**src/rtl/layer_comp_pkg.sv**
```systemverilog
// Shared types and defaults for the layer priority compositor.
package layer_comp_pkg;

  localparam int unsigned MAX_LAYERS = 16;

  // Index width for a layer count; never narrower than one bit.
  function automatic int unsigned layer_idx_w(input int unsigned n);
    return (n > 1) ? $clog2(n) : 1;
  endfunction

  localparam int unsigned LAYER_IDX_W = layer_idx_w(MAX_LAYERS);

  typedef logic [LAYER_IDX_W-1:0] layer_idx_t;
  typedef layer_idx_t prio_table_t [MAX_LAYERS];

  localparam logic [7:0] DEFAULT_TRANSPARENT = 8'hFF;
  localparam logic [7:0] DEFAULT_BACKGROUND  = 8'h00;

endpackage

```
**src/rtl/layer_blink_timer.sv**
```systemverilog
// Frame counter and blink phase; phase toggles every BLINK_FRAMES startOfFrame pulses.
// Instantiated only when LAYER_BLINK_EN is defined.
module layer_blink_timer #(
  parameter int unsigned BLINK_FRAMES = 30
) (
  input  logic clk,
  input  logic resetN,
  input  logic sof,
  output logic phase
);

  localparam int unsigned CNT_W = (BLINK_FRAMES > 1) ? $clog2(BLINK_FRAMES) : 1;

  logic [CNT_W-1:0] frame_cnt;

  // Phase starts at 0 so blinking layers are visible first.
  always_ff @(posedge clk or negedge resetN) begin
    if (!resetN) begin
      frame_cnt <= '0;
      phase     <= 1'b0;
    end else if (sof) begin
      if (frame_cnt == CNT_W'(BLINK_FRAMES - 1)) begin
        frame_cnt <= '0;
        phase     <= ~phase;
      end else begin
        frame_cnt <= frame_cnt + CNT_W'(1);
      end
    end
  end

endmodule

```
**src/rtl/layer_priority_compositor.sv**
```systemverilog
// N-layer pixel compositor: 2-stage pipeline, programmable frame-synchronous priority table.
// Optional layer blinking is enabled by defining LAYER_BLINK_EN.
module layer_priority_compositor
  import layer_comp_pkg::*;
#(
  parameter int unsigned       NUM_LAYERS   = 8,
  parameter int unsigned       RGB_W        = 8,
  parameter logic [RGB_W-1:0]  TRANSPARENT  = RGB_W'(DEFAULT_TRANSPARENT),
  parameter logic [RGB_W-1:0]  BACKGROUND   = RGB_W'(DEFAULT_BACKGROUND),
  parameter int unsigned       BLINK_FRAMES = 30,
  localparam int unsigned      IDX_W        = layer_idx_w(NUM_LAYERS)
) (
  input  logic                        clk,
  input  logic                        resetN,
  input  logic                        startOfFrame,
  input  logic [NUM_LAYERS-1:0]       layerRequest,
  input  logic [NUM_LAYERS*RGB_W-1:0] layerRGB,
  input  logic [NUM_LAYERS-1:0]       enableMask,
  input  logic                        prioWrEn,
  input  logic [IDX_W-1:0]            prioWrSlot,
  input  logic [IDX_W-1:0]            prioWrLayer,
`ifdef LAYER_BLINK_EN
  input  logic [NUM_LAYERS-1:0]       blinkMask,
`endif
  output logic                        outRequest,
  output logic [RGB_W-1:0]            outRGB,
  output logic [IDX_W-1:0]            outLayer
);

  typedef logic [IDX_W-1:0] idx_t;

  idx_t                  shadow_tbl [NUM_LAYERS];
  idx_t                  active_tbl [NUM_LAYERS];
  logic [NUM_LAYERS-1:0] blink_hide;
  logic [NUM_LAYERS-1:0] eff_c;
  logic [NUM_LAYERS-1:0] s1_eff;
  logic [RGB_W-1:0]      s1_rgb [NUM_LAYERS];
  logic                  win_found_c;
  idx_t                  win_idx_c;
  logic [RGB_W-1:0]      win_rgb_c;
  logic                  wr_ok_c;

`ifdef LAYER_BLINK_EN
  logic blink_phase;

  layer_blink_timer #(
    .BLINK_FRAMES(BLINK_FRAMES)
  ) u_blink_timer (
    .clk   (clk),
    .resetN(resetN),
    .sof   (startOfFrame),
    .phase (blink_phase)
  );

  assign blink_hide = blinkMask & {NUM_LAYERS{blink_phase}};
`else
  assign blink_hide = '0;
`endif

  assign wr_ok_c = prioWrEn
                 && (32'(prioWrSlot)  < NUM_LAYERS)
                 && (32'(prioWrLayer) < NUM_LAYERS);

  // Shadow takes writes; active copies the pre-edge shadow, so a same-cycle write waits a frame.
  always_ff @(posedge clk or negedge resetN) begin
    if (!resetN) begin
      for (int i = 0; i < NUM_LAYERS; i++) begin
        shadow_tbl[i] <= IDX_W'(i);
        active_tbl[i] <= IDX_W'(i);
      end
    end else begin
      if (wr_ok_c) begin
        shadow_tbl[prioWrSlot] <= prioWrLayer;
      end
      if (startOfFrame) begin
        for (int i = 0; i < NUM_LAYERS; i++) begin
          active_tbl[i] <= shadow_tbl[i];
        end
      end
    end
  end

  // Per-layer effective request.
  always_comb begin
    eff_c = '0;
    for (int i = 0; i < NUM_LAYERS; i++) begin
      eff_c[i] = layerRequest[i] & enableMask[i] & ~blink_hide[i]
               & (layerRGB[i*RGB_W +: RGB_W] != TRANSPARENT);
    end
  end

  always_ff @(posedge clk or negedge resetN) begin
    if (!resetN) begin
      s1_eff <= '0;
      for (int i = 0; i < NUM_LAYERS; i++) begin
        s1_rgb[i] <= '0;
      end
    end else begin
      s1_eff <= eff_c;
      for (int i = 0; i < NUM_LAYERS; i++) begin
        s1_rgb[i] <= layerRGB[i*RGB_W +: RGB_W];
      end
    end
  end

  // First slot of the active table whose layer is requesting wins.
  always_comb begin
    win_found_c = 1'b0;
    win_idx_c   = '0;
    win_rgb_c   = BACKGROUND;
    for (int s = 0; s < NUM_LAYERS; s++) begin
      if (!win_found_c && s1_eff[active_tbl[s]]) begin
        win_found_c = 1'b1;
        win_idx_c   = active_tbl[s];
        win_rgb_c   = s1_rgb[active_tbl[s]];
      end
    end
  end

  always_ff @(posedge clk or negedge resetN) begin
    if (!resetN) begin
      outRequest <= 1'b0;
      outRGB     <= BACKGROUND;
      outLayer   <= '0;
    end else begin
      outRequest <= win_found_c;
      outRGB     <= win_rgb_c;
      outLayer   <= win_idx_c;
    end
  end

endmodule

```
**config.mk**
```make
export PLATFORM = sky130hd
export DESIGN_NAME = layer_priority_compositor
export DESIGN_NICKNAME = d
export VERILOG_FILES = /design/src/rtl/layer_comp_pkg.sv /design/src/rtl/layer_blink_timer.sv /design/src/rtl/layer_priority_compositor.sv
export SDC_FILE = /design/constraint.sdc
export NUM_CORES = 1
export LEC_CHECK = 0
export CAP_MARGIN = 0
export CORE_MARGIN = 2
export CORE_UTILIZATION = 40
export CTS_CLUSTER_SIZE = 10
export DETAILED_ROUTE_END_ITERATION = 16
export PLACE_DENSITY = 0.57
export SKIP_LAST_GASP = 1
export SLEW_MARGIN = 0
export SYNTH_ARGS = -nofsm -noshare
export SYNTH_HDL_FRONTEND = slang
export SYNTH_SLANG_ARGS = --single-unit
```
**constraint.sdc**
```tcl
create_clock -name clk -period 4.9 [get_ports clk]
set_input_delay 1.225 -clock clk [delete_from_list [all_inputs] [get_ports clk]]
set_output_delay 1.225 -clock clk [all_outputs]
set_load 0.02 [all_outputs]
```
After elaboration in Yosys (flattened, before gate mapping)
Index checks and enable logic that the tools add are counted.
- register bits after elaboration: 132
- bits in latches: 0
- RAM bits: 0
- bits in read-only memories: 0
- input port bits: 90
- output and inout port bits: 12
- logic and storage cells: 161
- memories: 0
- add/subtract/negate cells: 0
- multiply operators: 0
- div/mod/pow operators: 0
- order comparisons: 18
- equal/unequal tests: 8
- shift operators: 0
- mux-type cells: 67
- bitwise operators: 25
- reductions and logical operators: 15
- operators with widths (cell ; count):
    binary-select mux 8 bit (select 3 bit) ; 8
    two-way mux 8 bit ; 24
    != test 8 bit (second input constant) ; 8
    greater-or-equal comparator 4 bit (second input constant) ; 9
    inverter 3 -> 4 bit ; 9
    less-than comparator 3 x 4 -> 1 bit (second input constant) ; 8
    two-way mux 3 bit ; 9
    binary-select mux 1 bit (select 3 bit) ; 8
    bitwise mux 24 bit ; 1
    bitwise AND 1 bit ; 16
    two-way mux 1 bit ; 16
    demux 3 bit (select 3 bit) ; 1
    logical AND 1 bit ; 8
    zero test 1 bit ; 7
    less-than comparator 4 x 1 -> 1 bit (second input constant) ; 1

Logic depth before layout (Yosys ltp)
- depth in word-level cells: 24
- gate-level depth with buffers: 9
- depth with buffers taken out: 7

Worst setup path after synthesis
No wires, ideal clock.
- path kind: reg2reg
- start: register active_tbl[12] (netlist bit)
- end: register outRGB[0]
- arrival time: 2.444 ns
- path slack: 2.326 ns
- stages on the path, launching flop included: 9
- cells stage by stage: dfstp_2 clkbuf_1 buf_2 mux4_2 and2_1 a211oi_1 a31oi_1 o31ai_1 o21ai_1
- cells in the longest elaborated chain, start to end: 16
- elaborated cells on any way between the ends: 24
- classes of those cells: mux (14); bitwise (1); reduce/logical (9)
- RTL lines (item ; RTL line ; source):
    from (decl) ; layer_priority_compositor.sv:33 ; idx_t active_tbl [NUM_LAYERS];
    from (signal, indexed assignment) ; layer_priority_compositor.sv:69 ; active_tbl[i] <= IDX_W'(i);
    from (signal, indexed assignment) ; layer_priority_compositor.sv:77 ; active_tbl[i] <= shadow_tbl[i];
    binary-select mux 1 bit (select 3 bit) ; layer_priority_compositor.sv:112 ; if (!win_found_c && s1_eff[active_tbl[s]]) begin
    two-way mux 1 bit (implied by the code) ; layer_priority_compositor.sv:112 ;
    logical AND 1 bit ; layer_priority_compositor.sv:112 ;
    two-way mux 1 bit ; layer_priority_compositor.sv:112 ;
    zero test 1 bit ; layer_priority_compositor.sv:112 ;
    logical AND 1 bit ; layer_priority_compositor.sv:112 ;
    two-way mux 1 bit ; layer_priority_compositor.sv:112 ;
    zero test 1 bit ; layer_priority_compositor.sv:112 ;
    logical AND 1 bit ; layer_priority_compositor.sv:112 ;
    two-way mux 1 bit ; layer_priority_compositor.sv:112 ;
    zero test 1 bit ; layer_priority_compositor.sv:112 ;
    logical AND 1 bit ; layer_priority_compositor.sv:112 ;
    two-way mux 1 bit ; layer_priority_compositor.sv:112 ;
    zero test 1 bit ; layer_priority_compositor.sv:112 ;
    logical AND 1 bit ; layer_priority_compositor.sv:112 ;
    two-way mux 8 bit (*) ; layer_priority_compositor.sv:112 ;
    via win_rgb_c[0] ; layer_priority_compositor.sv:40 ; logic [RGB_W-1:0] win_rgb_c;
    to (signal assigned) ; layer_priority_compositor.sv:127 ; outRGB <= win_rgb_c;
    to (decl) ; layer_priority_compositor.sv:26 ; output logic [RGB_W-1:0] outRGB,
Mark *: on every way through the listed nets, which the timed path passes. The rest lies on a longest branch. The select of a mux whose other input is x is not followed.
A chain may end at the register's enable or synchronous reset.

Worst setup path in the final report
- start: register active_tbl[22] (netlist bit)
- end: register outLayer[1]
- cells in the longest elaborated chain, start to end: 24
- elaborated cells on any way between the ends: 31
- classes of those cells: mux (17); reduce/logical (14)
- RTL lines (item ; RTL line ; source):
    binary-select mux 1 bit (select 3 bit) ; layer_priority_compositor.sv:112 ;
    two-way mux 1 bit (implied by the code) ; layer_priority_compositor.sv:112 ;
    two-way mux 1 bit ; layer_priority_compositor.sv:112 ;
    zero test 1 bit ; layer_priority_compositor.sv:112 ;
    logical AND 1 bit ; layer_priority_compositor.sv:112 ;
    two-way mux 1 bit ; layer_priority_compositor.sv:112 ;
    zero test 1 bit ; layer_priority_compositor.sv:112 ;
    logical AND 1 bit ; layer_priority_compositor.sv:112 ;
    (+9 left out) ; - ;
    two-way mux 1 bit ; layer_priority_compositor.sv:112 ;
    zero test 1 bit ; layer_priority_compositor.sv:112 ;
    logical AND 1 bit ; layer_priority_compositor.sv:112 ;
    two-way mux 1 bit ; layer_priority_compositor.sv:112 ;
    zero test 1 bit ; layer_priority_compositor.sv:112 ;
    logical AND 1 bit ; layer_priority_compositor.sv:112 ;
    two-way mux 3 bit (*) ; layer_priority_compositor.sv:112 ;
    via win_idx_c[1] ; layer_priority_compositor.sv:39 ; idx_t win_idx_c;
    to (signal assigned) ; layer_priority_compositor.sv:128 ; outLayer <= win_idx_c;
    to (decl) ; layer_priority_compositor.sv:27 ; output logic [IDX_W-1:0] outLayer
Marked as above.

==> metrics.md <==
| Metric | Value |
|---|---|
| Drt wl/cell | `29.9 microns` |
| Post-CTS Resized | `0` |
| Most frequent cells in the layout | `145 x mux4_2, 108 x dfrtp_1, 100 x clkdlybuf4s50_1` |
| Critical path type | `flop to flop` |
| Worst Slack Setup Final | `1.23 ns` |
| Initial Util | `0.404` |
| Share of cells above drive strength 1 | `0.377` |
| Mapped Cells | `619` |
| Mapped Nets | `709` |
| Setup Buffers After CTS | `0` |
| Syn_area_per_cell | `14.6 sq um` |
| DP Worst Slack | `1.26 ns` |
| Final RePlAce weighted congestion | `0.909` |
| Tmin final | `3.67 ns` |
| First-pass GRT wire length | `45.7 mm` |
| Hold buffer count at cts | `0` |
| Ports | `102` |
| Crit end category | `flop` |
| N_diodes | `0` |
| Final ANT Viol Nets | `0` |
| First-pass DRT Iterations | `5` |
| Largest cells by area after synthesis | `mux4_2 36%, dfrtp_1 30%, dfstp_2 7.0%` |
| Netlist cell types | `46` |
| Lkg Pwr | `4.06 nW` |
| CTS root buf | `clkbuf_16` |
| Max FO, Critical Path | `20` |
| Min-Delay Path Class | `flop to flop` |
| DRC Markers | `0` |
| Crit path launch type | `flop` |
| Hold Path Origin | `shadow_tbl[0]$_DFFE_PN1P_` |
| Final Hold Vio Count | `0` |
| Vias | `6765` |
| CP max stage cell | `dfrtp_1` |
| 1st-iter DRT viols | `826` |
| Commonest non-fill, non-tap cell in the layout | `mux4_2` |
| Post-DP HPWL | `20.8 mm` |
| PortBufs | `101` |
| Vias in the first global route | `7077` |
| Total die area | `23900 sq um` |
| CTS tree | `built` |
| Worst EP required | `5.25 ns` |
| Ys flop type | `dfrtp_1` |
| Async set-reset flop share out of synthesis | `1.00` |
| Crit path max-delay family | `simple AND/OR/NAND/NOR gates` |
| Period utilization | `0.748` |
| Fin Clk Skew | `0.0109 ns` |
| Layout Nets | `790` |
| Synth warn | `0` |
| Worst vdd ir | `0.225 mV` |
| MaxCap Viol Count | `0` |
| Slowest cell delay on critical path | `0.96 ns` |
| Status | `finished, final reports clean` |
| Critical-path cell list | `mux4_2 > mux2i_4 > nand4_4 > nor3b_2 > or2_2 > a211oi_1 > o22ai_2` |
| Grt total ovfl | `0` |
| Worst Reg-to-Reg Cells | `7` |
| Share of the synthesized area in the top cell type | `0.360` |
| Die height | `155 microns` |
| Initial antenna violation count | `0` |
| Avg Vias per Cell | `6.78` |
| Worst Path Arrival | `4.02 ns` |
| Power density cells | `455 nW/um^2` |
| Num CTS Buffers | `17` |
| WP depth | `7` |
| CP bufs+invs | `0` |
| RSZ-0062 raised after global routing | `no` |
| Largest net degree at the start of global routing | `71` |
| Clk slew on worst S/H paths | `0.07 ns` |
| Max-Slew Margin vs Limit | `0.319` |
| Area leader, netlist | `mux4_2` |
| Hold path depth | `2` |
| Synthesized cell area | `9060 sq um` |
| Worst-Margin Slew | `1.02 ns` |
| Total GRT Usage | `0.263` |
| Core area | `22400 sq um` |
| Num rows | `55` |
| Setup tns final | `0 ns` |
| Worst-Skew Late Latency | `0.43 ns` |
| Synth-to-Final Area Change | `20.1%` |
| Fillers | `1940` |
| Clock buffer depth | `2` |
| Fmax | `273 MHz` |
| RR Startpoint | `active_tbl[22]$_DFFE_PN0P_` |
| Finished Layout Cells | `998` |
| Register area share after synthesis | `0.368` |
| Clock sinks | `132` |
| Post-synth EDFFs | `0` |
| Fin. max-slew vios | `0` |
| Tot Pwr | `0.00496 W` |
| Cells after DPL | `966` |
| Setup violators final | `0` |
| Die Wd | `155 microns` |
| Final WL | `29.8 mm` |
| Worst Setup SP | `active_tbl[22]$_DFFE_PN0P_` |
| Htree depth | `4` |
| Yosys reg bits | `132` |
## cell usage after synthesis (3+ instances only)
library cell    n
o21ai_0         9
a22oi_1         7
nand2_1        49
or3_1           3
a31oi_1         8
clkbuf_1        8
a211oi_1        8
o21ai_1         8
mux2i_1        50
o22ai_1         4
buf_1          15
inv_1           7
o22a_1          7
mux4_2        145
a21oi_1         3
nand4b_1        3
dfrtp_1       108
buf_2          21
and2_1          7
mux2_2         45
buf_6           3
dfstp_2        24
nor3_1          3
nor2_1         14
o31ai_1         7
o211a_1         8
nand4_1        18
## kinds of logic after synthesis
| family | Yosys count | share of synthesized area |
|---|---|---|
| flops | 132 | 0.368 |
| mux | 243 | 0.478 |
| simple gates | 109 | 0.0624 |
| buf+inv | 59 | 0.0307 |
| compound gates | 76 | 0.0610 |
## state kept, by name, indices dropped and copies added (netlist names)
register / cells
active_tbl: 24
outLayer: 3
outRGB: 8
outRequest: 1
s1_eff: 8
s1_rgb: 64
shadow_tbl: 24
## tightest hold or removal path: stages (launching register included)
cell	delay, ns
dfstp_2	0.37
nand2_1	0.05
o21ai_0	0.07
## metal layers
layer	global-route usage	up-vias	part of all wire
li1	-	2720	-
met1	0.364	3565	0.40
met2	0.409	419	0.48
met3	0.0524	61	0.082
met4	0.112	0	0.034
met5	0	-	0
## final timing paths
kind                                             endpoint  slack (ns)
worst max register to register      outLayer[1]$_DFF_PN0_        1.23
max in group asynchronous            s1_rgb[39]$_DFF_PN0_        3.18
worst max-delay path                outLayer[1]$_DFF_PN0_        1.23
min in group asynchronous       shadow_tbl[9]$_DFFE_PN0P_        0.89
worst min register to register  active_tbl[0]$_DFFE_PN1P_        0.49
worst min-delay path            active_tbl[0]$_DFFE_PN1P_        0.49
## layout make-up
class / instances / area [sq um] / area share
Clock buffer: 18 / 450 / 0.0414
Tap cell: 285 / 357 / 0.0328
Clock inverter: 14 / 155 / 0.0143
Sequential cell: 132 / 3330 / 0.306
Timing Repair Buffer: 111 / 1100 / 0.101
Multi-Input combinational cell: 428 / 5450 / 0.501
Inverter: 10 / 37.5 / 0.00345
## where the power goes
group	switching (W)	internal, W	total (W)
registers	0.000452	0.00130	0.00175
clock network	0.000581	0.000713	0.00129
logic	0.000818	0.00109	0.00191
total	0.00185	0.00310	0.00496
## stage by stage
step                hold slack (ns)   util  area (sq um)
CTS                           0.499  0.485         10900
floorplan                     0.444      -          9060
global placement              0.475  0.458         10300
detailed placement            0.482  0.458         10300
finish                        0.494  0.485         10900
global route                  0.519  0.485         10900
Power figures use the tool's default switching activity.
